<file path="config.mk">
export PLATFORM = sky130hd
export DESIGN_NAME = pixel_plot_sink
export DESIGN_NICKNAME = d
export VERILOG_FILES = /design/src/rtl/pixel_plot_sink.sv
export SDC_FILE = /design/constraint.sdc
export NUM_CORES = 1
export LEC_CHECK = 0
export ABC_CLOCK_PERIOD_IN_PS = 2800
export BUFFER_PORTS_ARGS = -buffer_cell sky130_fd_sc_hd__clkbuf_2
export CAP_MARGIN = 20
export CORE_ASPECT_RATIO = 1.2
export CORE_MARGIN = 5
export CORE_UTILIZATION = 40
export DETAILED_ROUTE_END_ITERATION = 8
export HOLD_SLACK_MARGIN = 0.05
export SKIP_LAST_GASP = 1
export SLEW_MARGIN = 20
export SYNTH_ARGS = -nofsm -noshare
export SYNTH_HDL_FRONTEND = slang
export SYNTH_SLANG_ARGS = --single-unit
</file>
<file path="constraint.sdc">
create_clock -name clk -period 2.8 [get_ports clk]
set_input_delay 0.28 -clock clk [delete_from_list [all_inputs] [get_ports clk]]
set_output_delay 0.28 -clock clk [all_outputs]
set_load 0.02 [all_outputs]
</file>
<file path="src/rtl/pixel_plot_sink.sv">
// Pixel-plot stream sink: range-checks (x,y), linearises to a 160x120 frame-buffer
// address, buffers pixels in a small FIFO and writes them out when the port is granted.
module pixel_plot_sink #(
    parameter int X_SCREEN_PIXELS = 160,
    parameter int Y_SCREEN_PIXELS = 120,
    parameter int FIFO_DEPTH      = 4
) (
    input  logic        clk,
    input  logic        reset,
    input  logic        plot,
    input  logic [7:0]  x,
    input  logic [6:0]  y,
    input  logic [2:0]  colour,
    output logic        ready,
    input  logic        fb_grant,
    output logic [14:0] fb_address,
    output logic [2:0]  fb_data,
    output logic        fb_wren,
    output logic [7:0]  oob_count,
    output logic        idle
);
    localparam int PW = $clog2(FIFO_DEPTH);
    localparam int CW = PW + 1;

    typedef enum logic [1:0] {W_IDLE, W_WAIT, W_WRITE} wstate_t;

    logic [14:0]   addr_mem [FIFO_DEPTH];
    logic [2:0]    col_mem  [FIFO_DEPTH];
    logic [PW-1:0] wr_ptr, rd_ptr;
    logic [CW-1:0] count, count_next;
    wstate_t       state;

    logic        in_range, push, pop, oob_hit;
    logic [14:0] pix_addr;

    // ready comes from registered count only, so grant/plot never reach it combinationally
    assign ready      = (count != CW'(FIFO_DEPTH));
    assign in_range   = (x < 8'(X_SCREEN_PIXELS)) && (y < 7'(Y_SCREEN_PIXELS));
    assign pix_addr   = ({8'b0, y} << 7) + ({8'b0, y} << 5) + {7'b0, x};
    assign push       = plot && ready && in_range;
    assign oob_hit    = plot && ready && !in_range;
    assign pop        = (count != '0) && fb_grant;
    assign count_next = count + CW'(push) - CW'(pop);
    assign idle       = (state == W_IDLE);

    always_ff @(posedge clk) begin
        if (push) begin
            addr_mem[wr_ptr] <= pix_addr;
            col_mem[wr_ptr]  <= colour;
        end
    end

    always_ff @(posedge clk) begin
        if (!reset) begin
            wr_ptr     <= '0;
            rd_ptr     <= '0;
            count      <= '0;
            state      <= W_IDLE;
            fb_wren    <= 1'b0;
            fb_address <= '0;
            fb_data    <= '0;
            oob_count  <= '0;
        end else begin
            count   <= count_next;
            fb_wren <= pop;
            if (push)
                wr_ptr <= wr_ptr + 1'b1;
            if (pop) begin
                rd_ptr     <= rd_ptr + 1'b1;
                fb_address <= addr_mem[rd_ptr];
                fb_data    <= col_mem[rd_ptr];
            end
            if (oob_hit && oob_count != 8'hFF)
                oob_count <= oob_count + 8'd1;

            // W_IDLE doubles as the drain flag: nothing buffered and no write this cycle
            case (state)
                W_IDLE, W_WAIT, W_WRITE: begin
                    if (pop)
                        state <= W_WRITE;
                    else if (count_next != '0)
                        state <= W_WAIT;
                    else
                        state <= W_IDLE;
                end
                default: state <= W_IDLE;
            endcase
        end
    end
endmodule
</file>
Word level (Yosys, flattened, before mapping)
Memories as Yosys holds them, arrays and structs flattened. A register that Yosys moved wholly into a read port is not among the register bits. Index checks and enable logic that the tools add are counted.

Word-level logic and storage cells: 43. Memories: 2. Flip-flop bits (word level): 18. Memory bits (writable): 72.

Memories: addr_mem (depth 4, bits a word 15, rd ports 1, clocked after memory_dff 1, wr ports 1, line 27) `logic [14:0] addr_mem [FIFO_DEPTH];`; col_mem (depth 4, bits a word 3, rd ports 1, clocked after memory_dff 1, wr ports 1, line 28) `logic [2:0] col_mem [FIFO_DEPTH];`.

Mux-type cells: 4. Reduce and logical (&&, ||, !) cells: 15. Bitwise logic cells: 2. Eq/ne operators: 4. $lt $le $gt $ge: 2. Add/sub/neg operators: 7.

Operators by type and width (count): adder 14 x 12 -> 15 bit (1); adder 15 x 8 -> 15 bit (1); adder 8 x 1 -> 8 bit (second input constant) (1); less-than comparator 8 bit (second input constant) (1); != test 8 bit (second input constant) (1); less-than comparator 7 bit (second input constant) (1); logical AND 1 bit (6); nonzero test 3 bit (2); OR reduction 3 bit (2); adder 2 x 1 -> 2 bit (second input constant) (2); adder 3 x 1 -> 3 bit (1); zero test 1 bit (3); 2-to-1 mux 1 bit (3); != test 3 bit (second input constant) (1); subtractor 3 x 1 -> 3 bit (1); equality test 2 x 1 -> 1 bit (second input constant) (1); equality test 2 bit (second input constant) (1); zero test 2 bit (1); 2-to-1 mux 2 bit (1); inverter 1 bit (2); AND reduction 2 bit (1).

Longest topological paths before layout
Depth in word-level cells: 8. Gate-level depth with buffers: 13.

Least setup slack after synthesis
Ideal clock, no wire load.

Path type: register to register. From: register count[1]. To: register state[0]. Arrival time: 2.602 ns. Clock period less this slack: 2.733 ns. Path buffers: 1. Stages on the path, launching flop included: 14. Setup slack: 0.067 ns. Setup time: 0.131 ns. Path through: dfxtp_1 or3b_2 and4_1 clkbuf_1 inv_1 ha_1 inv_1 ha_1 inv_1 fa_1 xnor2_1 xnor2_1 nor3b_1 nor3_1.

Cells in the longest elaborated chain, start to end: 7. Elaborated cells between the ends (all ways): 10.

Ends and longest elaborated chain: start, declared (line 30) `logic [CW-1:0] count, count_next;`; start signal, assigned (line 64) `count <= count_next;`; != test 3 bit (line 37) `assign ready = (count != CW'(FIFO_DEPTH));`; net ready (line 14) `output logic ready,`; logical AND 1 bit (2 in series) (line 40) `assign push = plot && ready && in_range;`; adder 3 x 1 -> 3 bit (line 43) `assign count_next = count + CW'(push) - CW'(pop);`; subtractor 3 x 1 -> 3 bit (line 43); nonzero test 3 bit (line 81) `else if (count_next != '0)`; 2-to-1 mux 1 bit (line 81); end signal, assigned (line 80) `state <= W_WRITE;`; end signal, assigned (line 82) `state <= W_WAIT;`; end signal, assigned (line 84) `state <= W_IDLE;`; end, declared (line 31) `wstate_t state;`.

The timed path passes the listed nets, and every way through them passes these cells. A chain may end at the register's enable or synchronous reset.

Worst setup path after layout
From: register count[2]. To: register state[0].

Cells in the longest elaborated chain, start to end: 7. Elaborated cells between the ends (all ways): 10.

Ends and longest elaborated chain (line): != test 3 bit (37); logical AND 1 bit (2 in series) (40); adder 3 x 1 -> 3 bit (43); subtractor 3 x 1 -> 3 bit (43); nonzero test 3 bit (81); 2-to-1 mux 1 bit (81).

Parallel ways exist; a longest one is shown, timed or not.

==> results.cfg <==
[setup_path]
worstRegToRegCells = 12
worstSetupPathType = flip-flop to flip-flop
regToRegStartpoint = count[2]
crit_path_start_kind = flip-flop
reg2reg_slack_ns = 0.20
crit_arrival_ns = 2.83
cp_max_fo = 4
timing.rr.end = state[0]
required_ns = 3.02
cp-end-kind = flip-flop

[status]
outcome = completed

[flow_run]
maxCapViolCount = 0

[cells_and_area]
final_cells = 514
layout.nets = 422
drive_above_1_share = 0.254
num_antenna_cells = 0
area_growth_pct = 17.6

[hold_path]
hp-class = input port to flip-flop
min_to = addr_mem[1][4]
whs_path_depth = 1
hp-start = x[4]

[cts]
cts_tree = yes
htreeDepth = 3
cts_buffers = 9
clk_latency_ns = 0.34
clock-sinks = 108
clk_pin_slew_worst_paths_ns = 0.07
clockRootBuffer = clkbuf_16
clockBufferDepth = 2

[logic_synthesis]
yosys-top-cells-area = edfxtp_1 (48%), dfxtp_1 (16%), mux4_2 (9.0%)
syn_nets = 364
ys_seq_area_frac = 0.642
synthFlopType = edfxtp_1
yosysTopAreaCell = edfxtp_1
ys_ff_latch = 108
synth_warnings = 0
synthArstFlopShare = 0
synth-edff-count = 72
yosysMostFrequentCell = edfxtp_1
synth_cell_types = 37
netlist_top_cells_count = edfxtp_1 (72), nand2_1 (44), dfxtp_1 (36), a21oi_1 (28), ha_1 (20)
synth.avg_cell_area_sq_um = 14.1
synth.top_cell.area_share = 0.482
synth_cells = 319
syn_area_sq_um = 4490

[floorplanning]
row_count = 42
die_h_microns = 126
die_area_sq_um = 13400
fp.dieW_microns = 107
start_util = 0.407
io_pins = 51
coreArea_sq_um = 11000

[grt]
antenna_found_initial = 0
grt.total_usage = 0.136
grt_first_pass_wirelength_microns = 14300
grt_max_degree = 31
first_global_vias = 2817
overflow = 0

[routing]
drt_iter0_drc = 147
vias_per_cell = 5.32
wl_microns = 8520
dr.pass1.iters = 4
ant_nets = 0
drc = 0
vias = 2737
wl_per_cell_microns = 16.6

[sta]
fmax_ghz = 0.384
skew_ns = 0.00392
max-slew-margin-rel = 0.334
tns_ns = 0
hold_viol_final = 0
period_share = 0.929
slew_violations = 0
rsz0062_at_grt = false
worst_slew_pin_slew_ns = 0.997
finalWorstPathRequiredPeriod_ns = 2.60
setup_violations = 0

[place]
gp_congestion = 0.833
hpwl_microns = 5780
dp.cells = 498
portBuffers = 50

[pwr]
peakVddDrop_v = 0.000334
power.density_nw_per_um2 = 853
finalPower_mw = 4.50
p_leak_nw = 1.91
cell type report:
class,count,area [sq um]
Timing Repair Buffer,60,325
Clock inverter,7,123
Fill cell,976,5760
Tap cell,132,165
Inverter,10,37.5
Multi-Input combinational cell,188,1520
Sequential cell,108,2880
Clock buffer,9,225
sequential cells by signal, indices dropped and copies added (netlist names):
name	cells
addr_mem	60
col_mem	12
rd_ptr	2
fb_wren	1
state	2
wr_ptr	2
count	3
oob_count	8
fb_data	3
fb_address	15
kinds of logic (layout without fill, tap and decap cells):
| group | count (synthesis) | after routing | share of synthesized area |
|---|---|---|---|
| fa+ha+maj | 23 | 23 | 0.0691 |
| xor+xnor | 10 | 10 | 0.0195 |
| flops | 108 | 108 | 0.642 |
| simple gates | 81 | 81 | 0.0831 |
| mux | 18 | 18 | 0.0903 |
| buf+inv | 23 | 86 | 0.0204 |
| compound gates | 56 | 56 | 0.0753 |
cell usage in the layout (no fill, tap or decap), drive strengths merged, types with 2 or more instances in the layout:
master    instances
clkinvlp          2
xor2              2
nand4             2
nor4              2
dfxtp            36
a211oi            3
and2              6
nor2             11
o31ai             5
clkbuf           59
inv              11
ha               20
bufinv            3
edfxtp           72
o21ai             8
a21o              2
o21bai            4
xnor2             8
mux4             18
a21oi            28
nand3             4
or3               2
or4               3
fa                3
buf              10
nand2            44
routing by layer:
layer	up-vias	routed length, microns	GRT usage
met5	-	0	0
met4	0	115	0.0474
met3	9	339	0.0333
met2	50	4340	0.234
met1	1369	3730	0.166
li1	1309	-	-
report_power, final:
group / leakage (nW) / switching, mW / internal (mW)
Clock: 0.162 / 0.554 / 0.878
Combinational: 0.803 / 0.624 / 0.466
Sequential: 0.949 / 0.0750 / 1.91
stage by stage:
stage | cell area, sq um | hold WS, ns | utilization | setup WS (ns)
final | 5280 | 0.155 | 0.478 | 0.199
after global routing | 5280 | 0.148 | 0.478 | 0.0119
after CTS | 5280 | 0.141 | 0.478 | 0.141
after detailed placement | 4930 | 0.449 | 0.447 | 0.131
after global placement | 4930 | 0.445 | 0.447 | 0.214
after floorplan | 4490 | 0.379 | - | 0.0666
critical path, stage by stage (launching register included):
cell     delay, ns
dfxtp_2       0.37
or3b_2        0.48
and4_1        0.20
inv_1         0.08
ha_1          0.23
inv_1         0.06
ha_1          0.12
inv_1         0.04
fa_1          0.37
xnor2_1       0.15
xnor2_1       0.13
nor3b_1       0.18
nor3_1        0.06
worst max-delay path by stage:
stage | from | depth (start not counted) | end
6_report | count[2] | 12 | state[0]
3_3_place_gp | x[6] | 13 | state[0]
3_5_place_dp | x[6] | 13 | state[0]
4_1_cts | count[2] | 12 | state[0]
5_1_grt | count[2] | 12 | state[0]
2_1_floorplan | count[1] | 13 | state[0]
timing repair:
item,4_1_cts,5_1_grt
setup buffers,0,0
setup endpoints to repair,0,1
hold buffers,0,0
resized for setup,0,1
(Power assumes the default switching activity.)
